--- src/rtl/decode_pkg.sv ---
// Shared definitions for the RISC-V field decode stage: opcodes, format
// classes, flag bit positions and the per-format base flag patterns.
package decode_pkg;

    localparam logic [6:0] OPC_LUI       = 7'b0110111;
    localparam logic [6:0] OPC_AUIPC     = 7'b0010111;
    localparam logic [6:0] OPC_JAL       = 7'b1101111;
    localparam logic [6:0] OPC_JALR      = 7'b1100111;
    localparam logic [6:0] OPC_LOAD      = 7'b0000011;
    localparam logic [6:0] OPC_OP_IMM    = 7'b0010011;
    localparam logic [6:0] OPC_SYSTEM    = 7'b1110011;
    localparam logic [6:0] OPC_OP_IMM_32 = 7'b0011011;
    localparam logic [6:0] OPC_BRANCH    = 7'b1100011;
    localparam logic [6:0] OPC_STORE     = 7'b0100011;
    localparam logic [6:0] OPC_OP        = 7'b0110011;
    localparam logic [6:0] OPC_OP_32     = 7'b0111011;

    typedef enum logic [2:0] {
        INSTR_R       = 3'd0,
        INSTR_I       = 3'd1,
        INSTR_S       = 3'd2,
        INSTR_SB      = 3'd3,
        INSTR_U       = 3'd4,
        INSTR_UJ      = 3'd5,
        INSTR_ILLEGAL = 3'd6
    } instr_type_e;

    // Flag byte bit positions
    localparam int WRITES_RD     = 0;
    localparam int READS_RS1     = 1;
    localparam int READS_RS2     = 2;
    localparam int USES_IMM      = 3;
    localparam int IS_DIFF_INDEX = 4;
    localparam int ILLEGAL       = 5;

    // Base patterns, ordered {uses_imm, reads_rs2, reads_rs1, writes_rd}
    localparam logic [3:0] BASE_R       = 4'b0111;
    localparam logic [3:0] BASE_I       = 4'b1011;
    localparam logic [3:0] BASE_S       = 4'b1110;
    localparam logic [3:0] BASE_SB      = 4'b1110;
    localparam logic [3:0] BASE_U       = 4'b1001;
    localparam logic [3:0] BASE_UJ      = 4'b1001;
    localparam logic [3:0] BASE_ILLEGAL = 4'b0000;

    function automatic logic [3:0] base_flags(input instr_type_e t);
        logic [3:0] f;
        case (t)
            INSTR_R:  f = BASE_R;
            INSTR_I:  f = BASE_I;
            INSTR_S:  f = BASE_S;
            INSTR_SB: f = BASE_SB;
            INSTR_U:  f = BASE_U;
            INSTR_UJ: f = BASE_UJ;
            default:  f = BASE_ILLEGAL;
        endcase
        return f;
    endfunction

endpackage

--- src/rtl/decode_lane.sv ---
// Combinational single-instruction decoder: format class, register numbers,
// sign-extended immediate and flag byte. An invalid lane decodes to all zeros.
module decode_lane
    import decode_pkg::*;
#(
    parameter int XLEN = 32,
    parameter int ILEN = 32,
    parameter int RW   = 5,
    parameter int FW   = 8
) (
    input  logic            lane_valid,
    input  logic [ILEN-1:0] instr,
    input  logic [FW-1:0]   flag_in,
    output logic [RW-1:0]   rd,
    output logic [RW-1:0]   rs1,
    output logic [RW-1:0]   rs2,
    output logic [XLEN-1:0] imm,
    output logic [FW-1:0]   flag
);

    localparam bit IS_RV64 = (XLEN == 64);

    instr_type_e itype_s;
    logic [63:0] imm64_s;
    logic [3:0]  masked_s;
    logic        unused_s;

    // Word-only opcodes and funct3 do not influence field extraction
    assign unused_s = ^{instr, flag_in, imm64_s};

    // Classify the instruction format from the opcode
    always_comb begin
        itype_s = INSTR_ILLEGAL;
        case (instr[6:0])
            OPC_LUI, OPC_AUIPC:                          itype_s = INSTR_U;
            OPC_JAL:                                     itype_s = INSTR_UJ;
            OPC_JALR, OPC_LOAD, OPC_OP_IMM, OPC_SYSTEM:  itype_s = INSTR_I;
            OPC_OP_IMM_32: itype_s = IS_RV64 ? INSTR_I : INSTR_ILLEGAL;
            OPC_BRANCH:                                  itype_s = INSTR_SB;
            OPC_STORE:                                   itype_s = INSTR_S;
            OPC_OP:                                      itype_s = INSTR_R;
            OPC_OP_32:     itype_s = IS_RV64 ? INSTR_R : INSTR_ILLEGAL;
            default:                                     itype_s = INSTR_ILLEGAL;
        endcase
    end

    // Assemble the immediate at 64 bits, narrowed to XLEN at the output
    always_comb begin
        imm64_s = 64'd0;
        case (itype_s)
            INSTR_I:  imm64_s = {{52{instr[31]}}, instr[31:20]};
            INSTR_S:  imm64_s = {{52{instr[31]}}, instr[31:25], instr[11:7]};
            INSTR_SB: imm64_s = {{51{instr[31]}}, instr[31], instr[7],
                                 instr[30:25], instr[11:8], 1'b0};
            INSTR_U:  imm64_s = {{32{instr[31]}}, instr[31:12], 12'd0};
            INSTR_UJ: imm64_s = {{43{instr[31]}}, instr[31], instr[19:12],
                                 instr[20], instr[30:21], 1'b0};
            default:  imm64_s = 64'd0;
        endcase
    end

    // Combine base pattern with optional upstream mask
    always_comb begin
        masked_s = flag_in[IS_DIFF_INDEX] ? (base_flags(itype_s) & flag_in[3:0])
                                          : base_flags(itype_s);
    end

    // Drive lane outputs; an empty slot carries zeros
    always_comb begin
        rd   = '0;
        rs1  = '0;
        rs2  = '0;
        imm  = '0;
        flag = '0;
        if (lane_valid) begin
            rd                  = instr[11:7];
            rs1                 = instr[19:15];
            rs2                 = instr[24:20];
            imm                 = imm64_s[XLEN-1:0];
            flag[3:0]           = masked_s;
            flag[WRITES_RD]     = masked_s[WRITES_RD] & (instr[11:7] != 5'd0);
            flag[IS_DIFF_INDEX] = flag_in[IS_DIFF_INDEX];
            flag[ILLEGAL]       = (itype_s == INSTR_ILLEGAL);
        end else begin
            rd   = '0;
            rs1  = '0;
            rs2  = '0;
            imm  = '0;
            flag = '0;
        end
    end

endmodule

--- src/rtl/decode_stage.sv ---
// Registered multi-lane decode stage with a small in-order output buffer.
// Slot 0 of the buffer is always the head and drives the outputs directly;
// slots at or beyond the fill count are kept at zero.
module decode_stage
    import decode_pkg::*;
#(
    parameter int ISSUE_WIDTH        = 2,
    parameter int XLEN               = 32,
    parameter int INSTRUCTION_LENGTH = 32,
    parameter int REGISTER_WIDTH     = 5,
    parameter int FLAG_WIDTH         = 8,
    parameter int BUF_DEPTH          = 2
) (
    input  logic                                   clk,
    input  logic                                   reset_n,
    input  logic                                   in_valid,
    output logic                                   in_ready,
    input  logic [ISSUE_WIDTH-1:0]                 in_lane_valid,
    input  logic [ISSUE_WIDTH*INSTRUCTION_LENGTH-1:0] in_instr,
    input  logic [ISSUE_WIDTH*FLAG_WIDTH-1:0]      in_flag,
    output logic                                   out_valid,
    input  logic                                   out_ready,
    output logic [ISSUE_WIDTH-1:0]                 out_lane_valid,
    output logic [ISSUE_WIDTH*REGISTER_WIDTH-1:0]  out_rd,
    output logic [ISSUE_WIDTH*REGISTER_WIDTH-1:0]  out_rs1,
    output logic [ISSUE_WIDTH*REGISTER_WIDTH-1:0]  out_rs2,
    output logic [ISSUE_WIDTH*XLEN-1:0]            out_imm,
    output logic [ISSUE_WIDTH*FLAG_WIDTH-1:0]      out_flag
);

    localparam int IW = ISSUE_WIDTH;
    localparam int RW = REGISTER_WIDTH;
    localparam int FW = FLAG_WIDTH;
    localparam int IL = INSTRUCTION_LENGTH;
    localparam int CW = $clog2(BUF_DEPTH + 1);

    typedef struct packed {
        logic [IW-1:0]      lv;
        logic [IW*RW-1:0]   rd;
        logic [IW*RW-1:0]   rs1;
        logic [IW*RW-1:0]   rs2;
        logic [IW*XLEN-1:0] imm;
        logic [IW*FW-1:0]   flag;
    } entry_t;

    logic [IW*RW-1:0]   dec_rd_s;
    logic [IW*RW-1:0]   dec_rs1_s;
    logic [IW*RW-1:0]   dec_rs2_s;
    logic [IW*XLEN-1:0] dec_imm_s;
    logic [IW*FW-1:0]   dec_flag_s;
    entry_t             new_entry_s;

    entry_t             buf_q     [BUF_DEPTH];
    entry_t             buf_d     [BUF_DEPTH];
    entry_t             shifted_s [BUF_DEPTH];
    logic [CW-1:0]      count_q, count_d, cnt_after_s;
    logic               out_valid_q, out_valid_d;
    logic               in_ready_q, in_ready_d;
    logic               push_s, pop_s;

    for (genvar g = 0; g < IW; g++) begin : g_lane
        decode_lane #(
            .XLEN (XLEN),
            .ILEN (IL),
            .RW   (RW),
            .FW   (FW)
        ) u_lane (
            .lane_valid (in_lane_valid[g]),
            .instr      (in_instr[g*IL +: IL]),
            .flag_in    (in_flag[g*FW +: FW]),
            .rd         (dec_rd_s[g*RW +: RW]),
            .rs1        (dec_rs1_s[g*RW +: RW]),
            .rs2        (dec_rs2_s[g*RW +: RW]),
            .imm        (dec_imm_s[g*XLEN +: XLEN]),
            .flag       (dec_flag_s[g*FW +: FW])
        );
    end

    assign push_s = in_valid & in_ready_q;
    assign pop_s  = out_valid_q & out_ready;

    // Gather the decoded lanes into one buffer entry
    always_comb begin
        new_entry_s.lv   = in_lane_valid;
        new_entry_s.rd   = dec_rd_s;
        new_entry_s.rs1  = dec_rs1_s;
        new_entry_s.rs2  = dec_rs2_s;
        new_entry_s.imm  = dec_imm_s;
        new_entry_s.flag = dec_flag_s;
    end

    // Advance the buffer on a pop, zero-filling the vacated tail slot
    always_comb begin
        for (int i = 0; i < BUF_DEPTH; i++) begin
            if (i == BUF_DEPTH - 1) begin
                shifted_s[i] = pop_s ? '0 : buf_q[i];
            end else begin
                shifted_s[i] = pop_s ? buf_q[i+1] : buf_q[i];
            end
        end
    end

    // Write the new beat behind the surviving entries and update status
    always_comb begin
        cnt_after_s = count_q - CW'(pop_s);
        for (int i = 0; i < BUF_DEPTH; i++) begin
            buf_d[i] = (push_s && (CW'(i) == cnt_after_s)) ? new_entry_s : shifted_s[i];
        end
        count_d     = cnt_after_s + CW'(push_s);
        out_valid_d = (count_d != '0);
        in_ready_d  = (count_d < CW'(BUF_DEPTH));
    end

    // Buffer, fill count and registered handshake outputs
    always_ff @(posedge clk or negedge reset_n) begin
        if (!reset_n) begin
            for (int i = 0; i < BUF_DEPTH; i++) begin
                buf_q[i] <= '0;
            end
            count_q     <= '0;
            out_valid_q <= 1'b0;
            in_ready_q  <= 1'b0;
        end else begin
            for (int i = 0; i < BUF_DEPTH; i++) begin
                buf_q[i] <= buf_d[i];
            end
            count_q     <= count_d;
            out_valid_q <= out_valid_d;
            in_ready_q  <= in_ready_d;
        end
    end

    assign in_ready       = in_ready_q;
    assign out_valid      = out_valid_q;
    assign out_lane_valid = buf_q[0].lv;
    assign out_rd         = buf_q[0].rd;
    assign out_rs1        = buf_q[0].rs1;
    assign out_rs2        = buf_q[0].rs2;
    assign out_imm        = buf_q[0].imm;
    assign out_flag       = buf_q[0].flag;

endmodule
--- config.mk ---
export PLATFORM = sky130hd
export DESIGN_NAME = decode_stage
export DESIGN_NICKNAME = d
export VERILOG_FILES = /design/src/rtl/decode_pkg.sv /design/src/rtl/decode_lane.sv /design/src/rtl/decode_stage.sv
export SDC_FILE = /design/constraint.sdc
export NUM_CORES = 1
export LEC_CHECK = 0
export CAP_MARGIN = 30
export CORE_MARGIN = 2
export CORE_UTILIZATION = 48
export CTS_CLUSTER_DIAMETER = 200
export DETAILED_ROUTE_END_ITERATION = 16
export PLACE_DENSITY = 0.84
export REMOVE_ABC_BUFFERS = 1
export SLEW_MARGIN = 25
export SYNTH_ARGS = -nofsm -noshare
export SYNTH_HDL_FRONTEND = slang
export SYNTH_SLANG_ARGS = --single-unit
--- constraint.sdc ---
create_clock -name clk -period 2.5 [get_ports clk]
set_input_delay 0.375 -clock clk [delete_from_list [all_inputs] [get_ports clk]]
set_output_delay 0.375 -clock clk [all_outputs]
set_load 0.01 [all_outputs]
==> insert_results.sql <==
INSERT INTO impl_metrics (metric_group, metric, value, unit) VALUES
('finish', 'most-common-layout-cells', 'sky130_fd_sc_hd__dfrtp_1 (220), sky130_fd_sc_hd__clkdlybuf4s50_1 (188), sky130_fd_sc_hd__o21ai_0 (94)', ''),
('floorplanning', 'floorplan.initialDensity', '48.6', '%'),
('synth', 'synthesized_area', '10900', 'sq um'),
('power_and_ir_drop', 'cellInternalPower', '8.61', 'mW'),
('setup_path', 'rr_endpoint', 'buf_q[70]', ''),
('clock_network', 'cts.sinks', '220', ''),
('detailed_routing', 'routed.top_layer', 'met4', ''),
('timing', 'share_of_the_clock_period_used_by_the_worst_path_after_layout', '92.6', '%'),
('power_and_ir_drop', 'p_leak', '6.28', 'nW'),
('outcome', 'status', 'completed', ''),
('placement', 'pre_cts_ws', '-0.200', 'ns'),
('synth', 'postSynthRegisterBits', '220', ''),
('floorplanning', 'coreArea', '22500', 'sq um'),
('run', 'number_of_max_cap_violations', '0', ''),
('detailed_routing', 'met2RoutedLength', '13800', 'um'),
('power_and_ir_drop', 'powerDensity', '937', 'nW/um^2'),
('power_and_ir_drop', 'proportion_of_power_drawn_by_the_clock_network', '27.3', '%'),
('detailed_routing', 'm1WireLength', '12900', 'um'),
('power_and_ir_drop', 'worst_ir_drop_vdd', '0.000439', 'V'),
('setup_path', 'setup.worst_path.end_class', 'register', ''),
('clock_network', 'postCtsSetupBuffers', '0', ''),
('synth', 'main_combinational_cell_family_by_area_after_synthesis', 'compound AO/OA/AOI/OAI gates', ''),
('min_path', 'hold_path_class', 'in -> async', ''),
('setup_path', 'cp_data_arrival_time', '2.76', 'ns'),
('finish', 'layout-drive-gt1-share', '11.2', '%'),
('power_and_ir_drop', 'netSwitchingFraction', '32.5', '%'),
('synth', 'portion_of_synthesized_cell_area_occupied_by_the_leading_cell_type', '50.3', '%'),
('synth', 'synth_simple_gate_area_share', '10.9', '%'),
('detailed_routing', 'detailroute.via_count', '8908', ''),
('synth', 'ys_dominant_reg_cell', 'sky130_fd_sc_hd__dfrtp_1', ''),
('timing', 'setup_viol', '0', ''),
('detailed_routing', 'wire_per_inst', '20.1', 'um'),
('detailed_routing', 'via_per_inst', '6.04', ''),
('clock_network', 'cts.htree.levels', '1', ''),
('synth', 'synth-edff-count', '0', ''),
('setup_path', 'setup_crit_start_kind', 'register', ''),
('synth', 'synth.area.top_cells', 'sky130_fd_sc_hd__dfrtp_1 (50%), sky130_fd_sc_hd__buf_4 (7.8%), sky130_fd_sc_hd__mux2i_1 (6.4%)', ''),
('synth', 'syn_area_per_cell', '10.3', 'sq um'),
('timing', 'final_sum_of_negative_setup_slack', '0', 'ns'),
('power_and_ir_drop', 'power.combinational.fraction', '35.2', '%'),
('clock_network', 'clockRootBuffer', 'sky130_fd_sc_hd__clkbuf_16', ''),
('finish', 'finish.cell_count_without_fillers', '1476', ''),
('synth', 'async_flop_share', '100', '%'),
('timing', 'final_max_slew_viol_count', '0', ''),
('finish', 'register_area', '5510', 'sq um'),
('finish', 'area_growth', '24.3', '%'),
('synth', 'post_synth_num_cell_types', '64', ''),
('clock_network', 'cts_inserted_buffers', '24', ''),
('setup_path', 'cp_max_fo', '10', ''),
('finish', 'final_common_cell', 'sky130_fd_sc_hd__dfrtp_1', ''),
('clock_network', 'clk-insertion-delay-late', '0.51', 'ns'),
('detailed_routing', 'wl_met3', '2260', 'um'),
('timing', 'timing.fmax', '432', 'MHz'),
('power_and_ir_drop', 'net-switching-power', '4.14', 'mW'),
('setup_path', 'timing.rr.start', 'out_valid', ''),
('global_routing', 'grt_max_degree', '73', ''),
('timing', 'worst-slew-pin-transition', '0.866', 'ns'),
('clock_network', 'clk_transition_reported_paths', '0.06', 'ns'),
('global_routing', 'first_global_vias', '8760', ''),
('global_routing', 'antenna_violations_before_repair', '0', ''),
('clock_network', 'cts_tree', 'yes', ''),
('power_and_ir_drop', 'fin_total_pwr', '12.8', 'mW'),
('floorplanning', 'io-pin-count', '200', ''),
('finish', 'fillerInstances', '1765', ''),
('detailed_routing', 'detail_route.first_pass.iterations', '6', ''),
('timing', 'fin_worst_hold_slack', '0.429', 'ns'),
('synth', 'post_synth_fa_ha_maj_area_fraction', '0.229', '%'),
('timing', 'timing.final.hold_violations', '0', ''),
('detailed_routing', 'route.detailed.drc', '0', ''),
('setup_path', 'r2r_setup_slack', '0.18', 'ns'),
('timing', 'slew_headroom', '42.2', '%');
-- cell families (layout without fill, tap and decap cells) --
family / after synthesis / count (layout)
AOI/OAI and AO/OA: 325 / 325
and+or+nand+nor: 243 / 243
DFF: 220 / 220
buffers and inverters: 200 / 322
muxes: 72 / 72
xor gates and xnor gates: 3 / 3
adders and majority gates: 2 / 2
other: 1 / 4
-- worst max-delay path, stage by stage, from the launching register on --
cell and delay [ns]:
sky130_fd_sc_hd__dfrtp_1 0.43, sky130_fd_sc_hd__nand2_4 0.09, sky130_fd_sc_hd__inv_1 0.06, sky130_fd_sc_hd__ha_1 0.21
sky130_fd_sc_hd__xnor2_2 0.33, sky130_fd_sc_hd__nand3_1 0.22, sky130_fd_sc_hd__nor2_1 0.63, sky130_fd_sc_hd__a221o_1 0.27
-- cell type report --
class	instances	area share, %
sequential	220	40.5
multi-input combinational	649	31.4
timing repair buffer	268	19.4
clock buffer	32	5.08
tap	285	2.62
clock inverter	10	0.662
inverter	12	0.331
-- registers in the layout, summed over array words and instances, names as in the netlist, 2 cells and up --
register	flops
buf_q	108
out_imm	64
out_flag	12
out_rd	10
out_rs1	10
out_rs2	10
count_q	2
out_lane_valid	2
-- how the worst max path moves through the flow --
stage | start | to | cells after the start
4_1_cts | out_valid | buf_q[70] | 7
2_1_floorplan | out_valid | out_flag[0] | 7
5_1_grt | out_valid | buf_q[73] | 7
3_5_place_dp | out_ready | buf_q[70] | 8
6_report | out_valid | buf_q[70] | 7
3_3_place_gp | out_ready | buf_q[74] | 8
-- power groups by stage --
stage          Clock [mW]  Sequential (mW)  Combinational, mW
2_1_floorplan           0             5.00               1.80
3_3_place_gp            0             4.81               4.38
3_5_place_dp            0             4.84               4.46
4_1_cts              3.54             4.79               4.49
5_1_grt              3.72             4.86               4.84
6_report             3.48             4.78               4.49
-- metal layers --
layer,vias up,track usage (%)
met4,0,7.98
met3,65,4.93
li1,4012,-
met2,379,37.9
met1,4452,34.0
met5,-,0
-- timing repair --
action	CTS	global route
hold buffers	1	0
setup endpoints to repair	0	0
endpoints found under the hold margin	67	0
-- cell usage after synthesis, types with 2 or more instances --
master / number
sky130_fd_sc_hd__nand4b_1: 4
sky130_fd_sc_hd__nor3_1: 7
sky130_fd_sc_hd__inv_1: 12
sky130_fd_sc_hd__a221oi_1: 17
sky130_fd_sc_hd__nand2b_1: 15
sky130_fd_sc_hd__nand3b_1: 3
sky130_fd_sc_hd__a221o_1: 29
sky130_fd_sc_hd__a21oi_1: 33
sky130_fd_sc_hd__dfrtp_1: 220
sky130_fd_sc_hd__a32o_1: 2
sky130_fd_sc_hd__nand2_1: 71
sky130_fd_sc_hd__ha_1: 2
sky130_fd_sc_hd__o2111a_1: 2
sky130_fd_sc_hd__nand4_1: 2
sky130_fd_sc_hd__nor3b_1: 3
sky130_fd_sc_hd__a211o_1: 2
sky130_fd_sc_hd__o21ai_0: 94
sky130_fd_sc_hd__nor2_1: 55
sky130_fd_sc_hd__nand3_1: 51
sky130_fd_sc_hd__buf_4: 114
sky130_fd_sc_hd__o22ai_1: 25
sky130_fd_sc_hd__buf_1: 6
sky130_fd_sc_hd__and3b_1: 3
sky130_fd_sc_hd__o2111ai_1: 4
sky130_fd_sc_hd__a22oi_1: 19
sky130_fd_sc_hd__and2b_1: 2
sky130_fd_sc_hd__a21o_1: 8
sky130_fd_sc_hd__and2_1: 4
sky130_fd_sc_hd__mux2i_1: 70
sky130_fd_sc_hd__buf_6: 2
sky130_fd_sc_hd__mux2_2: 2
sky130_fd_sc_hd__nor2b_1: 2
sky130_fd_sc_hd__a31oi_1: 18
sky130_fd_sc_hd__a22o_1: 53
sky130_fd_sc_hd__a32oi_1: 3
sky130_fd_sc_hd__buf_2: 9
sky130_fd_sc_hd__and3_1: 11
sky130_fd_sc_hd__o41ai_1: 3
sky130_fd_sc_hd__clkbuf_1: 57
sky130_fd_sc_hd__o21ai_1: 3
Power figures use the tool's default switching activity.
